**src/rtl/gpio_ctrl_if.sv**
```systemverilog
// Request/response bus between the core and the GPIO sequencer.
interface gpio_ctrl_if #(parameter int WIDTH = 8);
  logic             req_valid;
  logic             req_ready;
  logic             req_we;
  logic [1:0]       req_addr;
  logic [WIDTH-1:0] req_wdata;
  logic             rsp_valid;
  logic [WIDTH-1:0] rsp_rdata;

  modport master (output req_valid, req_we, req_addr, req_wdata,
                  input  req_ready, rsp_valid, rsp_rdata);
  modport slave  (input  req_valid, req_we, req_addr, req_wdata,
                  output req_ready, rsp_valid, rsp_rdata);
endinterface

```
**src/rtl/gpio_ctrl.sv**
```systemverilog
// GPIO pin sequencer: OUT/DIR/EN/IN registers with input-to-output turnaround.
// Define GPIO_IRQ_EN to add rising-edge interrupt status (W1C at address 3) and irq.
module gpio_ctrl_lane (
    input  logic clk,
    input  logic rst,
    input  logic pin,
`ifdef GPIO_IRQ_EN
    input  logic en,
    input  logic dir,
    input  logic clr,
    output logic st,
`endif
    output logic sync
);
    logic s1;
`ifdef GPIO_IRQ_EN
    logic prev;
`endif

    always_ff @(posedge clk) begin
        if (rst) begin
            s1   <= 1'b0;
            sync <= 1'b0;
`ifdef GPIO_IRQ_EN
            prev <= 1'b0;
            st   <= 1'b0;
`endif
        end else begin
            s1   <= pin;
            sync <= s1;
`ifdef GPIO_IRQ_EN
            prev <= sync;
            // set has priority over a same-cycle clear
            st   <= (st & ~clr) | (sync & ~prev & en & dir);
`endif
        end
    end
endmodule

module gpio_ctrl #(
    parameter int WIDTH       = 8,
    parameter int TURN_CYCLES = 2
) (
    input  logic             clk,
    input  logic             rst,
    gpio_ctrl_if.slave       bus,
    input  logic [WIDTH-1:0] pin_in,
    output logic [WIDTH-1:0] gpio_en,
    output logic [WIDTH-1:0] gpio_dir,
    output logic [WIDTH-1:0] gpio_out,
`ifdef GPIO_IRQ_EN
    output logic             irq,
`endif
    output logic             busy
);
    typedef enum logic [1:0] {IDLE, EXEC, TURN, RESP} state_t;

    state_t           state;
    logic             we_q;
    logic [1:0]       addr_q;
    logic [WIDTH-1:0] wdata_q, out_reg, flip_q, rd_cap, rsp_rdata_q;
    logic             rsp_valid_q;
    logic [3:0]       cnt;
    logic [WIDTH-1:0] sync_in, flip, en_nxt, dir_nxt, out_nxt;

    assign bus.req_ready = (state == IDLE);
    assign bus.rsp_valid = rsp_valid_q;
    assign bus.rsp_rdata = rsp_rdata_q;
    assign busy          = (state != IDLE);

`ifdef GPIO_IRQ_EN
    logic [WIDTH-1:0] clr, irq_st;
    assign clr = (state == EXEC && we_q && addr_q == 2'd3) ? wdata_q : '0;
`endif

    for (genvar i = 0; i < WIDTH; i++) begin : g_lane
        gpio_ctrl_lane u_lane (
            .clk  (clk),
            .rst  (rst),
            .pin  (pin_in[i]),
`ifdef GPIO_IRQ_EN
            .en   (gpio_en[i]),
            .dir  (gpio_dir[i]),
            .clr  (clr[i]),
            .st   (irq_st[i]),
`endif
            .sync (sync_in[i])
        );
    end

`ifdef GPIO_IRQ_EN
    always_ff @(posedge clk) begin
        if (rst) irq <= 1'b0;
        else     irq <= |irq_st;
    end
`endif

    // Next values of the pin controls, shared so gpio_out tracks them in the same cycle.
    always_comb begin
        en_nxt  = gpio_en;
        dir_nxt = gpio_dir;
        out_nxt = out_reg;
        flip    = gpio_en & gpio_dir & ~wdata_q;
        case (state)
            EXEC: if (we_q) begin
                case (addr_q)
                    2'd0: out_nxt = wdata_q;
                    2'd1: begin
                        dir_nxt = wdata_q;
                        en_nxt  = gpio_en & ~flip;
                    end
                    2'd2: en_nxt = wdata_q;
                    default: ;
                endcase
            end
            TURN: if (cnt == 4'd1) en_nxt = gpio_en | flip_q;
            default: ;
        endcase
    end

    always_ff @(posedge clk) begin
        if (rst) begin
            state       <= IDLE;
            we_q        <= 1'b0;
            addr_q      <= '0;
            wdata_q     <= '0;
            out_reg     <= '0;
            gpio_en     <= '0;
            gpio_dir    <= '1;
            gpio_out    <= '0;
            flip_q      <= '0;
            cnt         <= '0;
            rd_cap      <= '0;
            rsp_valid_q <= 1'b0;
            rsp_rdata_q <= '0;
        end else begin
            gpio_en     <= en_nxt;
            gpio_dir    <= dir_nxt;
            out_reg     <= out_nxt;
            gpio_out    <= out_nxt & en_nxt & ~dir_nxt;
            rsp_valid_q <= 1'b0;
            rsp_rdata_q <= '0;
            case (state)
                IDLE: if (bus.req_valid) begin
                    we_q    <= bus.req_we;
                    addr_q  <= bus.req_addr;
                    wdata_q <= bus.req_wdata;
                    state   <= EXEC;
                end
                EXEC: begin
                    rd_cap <= '0;
                    state  <= RESP;
                    if (!we_q) begin
                        case (addr_q)
                            2'd0:    rd_cap <= out_reg;
                            2'd1:    rd_cap <= gpio_dir;
                            2'd2:    rd_cap <= gpio_en;
                            default: rd_cap <= sync_in & gpio_en & gpio_dir;
                        endcase
                    end else if (addr_q == 2'd1 && flip != '0) begin
                        flip_q <= flip;
                        cnt    <= TURN_CYCLES[3:0];
                        state  <= TURN;
                    end
                end
                TURN: begin
                    cnt <= cnt - 4'd1;
                    if (cnt == 4'd1) state <= RESP;
                end
                RESP: begin
                    rsp_valid_q <= 1'b1;
                    rsp_rdata_q <= rd_cap;
                    state       <= IDLE;
                end
                default: state <= IDLE;
            endcase
        end
    end
endmodule

```
**src/flat_wrapper.sv**
```systemverilog
// flat-port wrapper written by rule: the top's interface ports become plain ports
module gpio_ctrl_flat 
#(
    parameter int WIDTH       = 8,
    parameter int TURN_CYCLES = 2
)
  (clk, rst, pin_in, gpio_en, gpio_dir, gpio_out, busy, bus_req_valid, bus_req_we, bus_req_addr, bus_req_wdata, bus_req_ready, bus_rsp_valid, bus_rsp_rdata);
  gpio_ctrl_if #(.WIDTH(WIDTH)) bus_i ();
  input  logic clk;
  input  logic rst;
  input  logic [WIDTH-1:0] pin_in;
  output logic [WIDTH-1:0] gpio_en;
  output logic [WIDTH-1:0] gpio_dir;
  output logic [WIDTH-1:0] gpio_out;
  output logic busy;
  input wire logic [$bits(bus_i.req_valid)-1:0] bus_req_valid;
  input wire logic [$bits(bus_i.req_we)-1:0] bus_req_we;
  input wire logic [$bits(bus_i.req_addr)-1:0] bus_req_addr;
  input wire logic [$bits(bus_i.req_wdata)-1:0] bus_req_wdata;
  output wire logic [$bits(bus_i.req_ready)-1:0] bus_req_ready;
  output wire logic [$bits(bus_i.rsp_valid)-1:0] bus_rsp_valid;
  output wire logic [$bits(bus_i.rsp_rdata)-1:0] bus_rsp_rdata;
  assign bus_i.req_valid = bus_req_valid;
  assign bus_i.req_we = bus_req_we;
  assign bus_i.req_addr = bus_req_addr;
  assign bus_i.req_wdata = bus_req_wdata;
  assign bus_req_ready = bus_i.req_ready;
  assign bus_rsp_valid = bus_i.rsp_valid;
  assign bus_rsp_rdata = bus_i.rsp_rdata;
  gpio_ctrl #(.WIDTH(WIDTH), .TURN_CYCLES(TURN_CYCLES)) u_core (.clk(clk), .rst(rst), .bus(bus_i), .pin_in(pin_in), .gpio_en(gpio_en), .gpio_dir(gpio_dir), .gpio_out(gpio_out), .busy(busy));
endmodule
```
**config.mk**
```make
export PLATFORM = sky130hd
export DESIGN_NAME = gpio_ctrl_flat
export DESIGN_NICKNAME = d
export VERILOG_FILES = /design/src/rtl/gpio_ctrl_if.sv /design/src/rtl/gpio_ctrl.sv /design/src/flat_wrapper.sv
export SDC_FILE = /design/constraint.sdc
export NUM_CORES = 1
export LEC_CHECK = 0
export CAP_MARGIN = 20
export CORE_ASPECT_RATIO = 0.5
export CORE_UTILIZATION = 54
export DETAILED_ROUTE_END_ITERATION = 16
export DONT_BUFFER_PORTS = 1
export PLACE_DENSITY = 0.7
export REMOVE_ABC_BUFFERS = 1
export SYNTH_ARGS = -nofsm -noshare
export SYNTH_HDL_FRONTEND = slang
export SYNTH_HIERARCHICAL = 1
export SYNTH_SLANG_ARGS = --single-unit
```
**constraint.sdc**
```tcl
create_clock -name clk -period 2.85 [get_ports clk]
set_input_delay 0.285 -clock clk [delete_from_list [all_inputs] [get_ports clk]]
set_output_delay 0.285 -clock clk [all_outputs]
set_load 0.02 [all_outputs]
```
==> flow_metrics.tcl <==
set metrics [dict create \
    status "finished clean" \
    leakagePower_nw 1.57 \
    drt-initial-drc-count 249 \
    cts-root-buf "clkbuf_16" \
    worstMarginPinSlew_ns 0.758 \
    cpPeakStageDelay_ns 0.54 \
    p_clk_share_pct 39.5 \
    hold_depth 1 \
    crit_type "register to register" \
    setup_violations 0 \
    drive_above_1_share_pct 6.05 \
    synthFlopType "dfxtp_1" \
    cts_resized 0 \
    internal_power_w 0.00241 \
    finalMaxSlewViolations 0 \
    fin_skew_ns 0.00565 \
    io_buffer_count 0 \
    power.share.sequential_pct 42.2 \
    async_flop_share_pct 0 \
    required_ns 3.07 \
    drtAntennaViolNets 0 \
    fin_crit_ns 2.28 \
    syn_inst 400 \
    fillCellCount 526 \
    dieArea_mm2 0.00706 \
    power.switching_w 0.000969 \
    h-tree-depth 3 \
    yosys_warnings 6 \
    syn_to_final_growth_pct 11.2 \
    postSynthAreaPerCell_um2 9.06 \
    cts_setup_buffers 0 \
    rsz0062_at_grt "false" \
    synth_edf_count 0 \
    fin_util_pct 64.1 \
    gr-usage-all-layers_pct 26.9 \
    syn-cell-area_mm2 0.00362 \
    ys_ff_latch 90 \
    core-area_mm2 0.00628 \
    wl_per_cell_um 18.4 \
    crit_slowest_cell "ha_1" \
    max_freq_mhz 439 \
    antenna_found_initial 0 \
    worst_setup_hold_path_clk_slew_ns 0.06 \
    row_count 20 \
    crit_chain "inv_1 -> ha_1 -> nor2b_1 -> o21ai_0 -> a22oi_1 -> nor3_1" \
    viasPerCell 5.93 \
    finalHoldViolCount 0 \
    comb_power_share_pct 18.2 \
    nNetsFinal 425 \
    io_pins 57 \
    max_cap_viol_count 0 \
    cts_tree "yes" \
    holdCritPathClass "input port to register" \
    dieHeight_um 59.9 \
    antenna_cells 0 \
    critPathLaunchType "register" \
    tns_ns 0 \
    cp-end-kind "register" \
    cts.sinks 90 \
    via_count 2877 \
    worstPathMaxFanout 10 \
    slew_headroom_pct 49.4 \
    dr.pass1.iters 5 \
    clk_latency_ns 0.34 \
    grt_max_degree 75 \
    place.gp.congestion 0.840 \
    remaining_drc_errors 0 \
    routed_wl_um 8930 \
    grt_pass1_vias 2688 \
    hpwl_um 5780 \
    clockBufferDepth 2 \
    worstPathArrival_ns 2.49 \
    grt_remaining_overflow 0 \
    synth.distinct_cells 31 \
    yosysSeqAreaShare_pct 49.7 \
    period_share_pct 79.9 \
    reg2reg_depth 6 \
    grt_pass1_wl_um 14000 \
    peakVddDrop_mv 0.450 \
    cts_made_buffers 9 \
    sw_frac_of_total_pct 28.7 \
    start_util_pct 57.7 \
    power_density_mw_per_mm2 840 \
    die_width_um 118 \
]
power groups by stage:
| stage | sequential, W | combinational [W] | clock [W] |
|---|---|---|---|
| floorplan | 0.00143 | 0.000427 | 0 |
| global placement | 0.00145 | 0.000578 | 0 |
| detailed placement | 0.00145 | 0.000597 | 0 |
| CTS | 0.00143 | 0.000601 | 0.00136 |
| global route | 0.00144 | 0.000671 | 0.00141 |
| finish | 0.00143 | 0.000617 | 0.00134 |
layer usage:
metal | up-vias | track usage (%) | wire length [um]
li1 | 1375 | - | -
met1 | 1375 | 35.9 | 4250
met2 | 113 | 41.0 | 3760
met3 | 14 | 9.54 | 800
met4 | 0 | 8.97 | 113
met5 | - | 0 | 0
timing repair:
action | CTS | global route
endpoints found under the hold margin | 1 | 5
endpoints found under the setup margin | 0 | 0
hold buffers | 1 | 2
cell usage in the layout (no fill, tap or decap), drive strengths merged, types with 5 or more instances in the layout:
cell type / n
mux2i: 9
dfxtp: 90
nand2: 45
nor2: 43
nand3b: 16
nor3: 9
and2: 9
a22oi: 24
a21oi: 28
ha: 10
nand3: 5
inv: 9
clkbuf: 10
a22o: 8
and3: 11
o21ai: 25
nor2b: 19
synth_stat cells (all sizes together), types with 3 or more instances:
master,number,area share (%)
and4,3,0.86
nand2,45,4.7
mux2i,9,2.5
and3,11,1.9
o21ai,25,3.5
a22oi,24,5.0
nand3b,16,5.0
a31oi,3,0.52
a22o,8,1.9
dfxtp,90,50
nor2,43,4.5
a21oi,28,3.9
buf,3,0.48
clkbuf,20,2.1
nor3,9,1.2
inv,9,0.93
ha,10,3.5
nor2b,19,3.3
and2,9,1.6
nand3,5,0.69
worst paths after layout:
| path | from | end | slack (ns) |
|---|---|---|---|
| hold / removal | rst | u_core/g_lane[3].u_lane/s1 | 0.01 |
| setup / recovery | u_core/state[1] | u_core/gpio_out[6] | 0.57 |
| hold reg to reg | u_core/g_lane[4].u_lane/s1 | u_core/g_lane[4].u_lane/sync | 0.43 |
| setup reg to reg | u_core/state[1] | u_core/gpio_out[6] | 0.57 |
logic make-up after synthesis:
logic type / count (synthesis) / synth area share, %
AO/OA/AOI/OAI: 96 / 16.6
adder cells (fa/ha/maj): 10 / 3.45
buffers and inverters: 32 / 3.49
flip-flops: 90 / 49.7
multiplexers: 9 / 2.49
AND/OR/NAND/NOR: 163 / 24.2
worst max-delay path, delay by kind of cell (launching register included):
family	cells	cell delay [ns]
flops	1	0.40
simple gates	2	0.63
compound gates	2	0.50
buf+inv	1	0.08
fa+ha+maj	1	0.54
through the flow:
step	total power (W)	worst slack, ns	std cells	hold WS (ns)	instance area, um2
2_1_floorplan	0.00185	0.530	377	0.354	3530
3_3_place_gp	0.00202	0.734	467	0.361	3660
3_5_place_dp	0.00205	0.679	467	0.362	3660
4_1_cts	0.00339	0.646	483	0.000477	4010
5_1_grt	0.00352	0.482	485	0.00199	4030
6_report	0.00338	0.574	485	0.0137	4030
layout make-up:
type | instances | area (um2) | area share (%)
sequential | 90 | 1800 | 44.7
multi-input combinational | 278 | 1700 | 42.1
inverter | 9 | 33.8 | 0.839
clock buffer | 10 | 239 | 5.93
timing repair buffer | 5 | 45.0 | 1.12
tap | 88 | 110 | 2.73
clock inverter | 5 | 103 | 2.55
No activity file was read; power rests on OpenSTA's default activity.
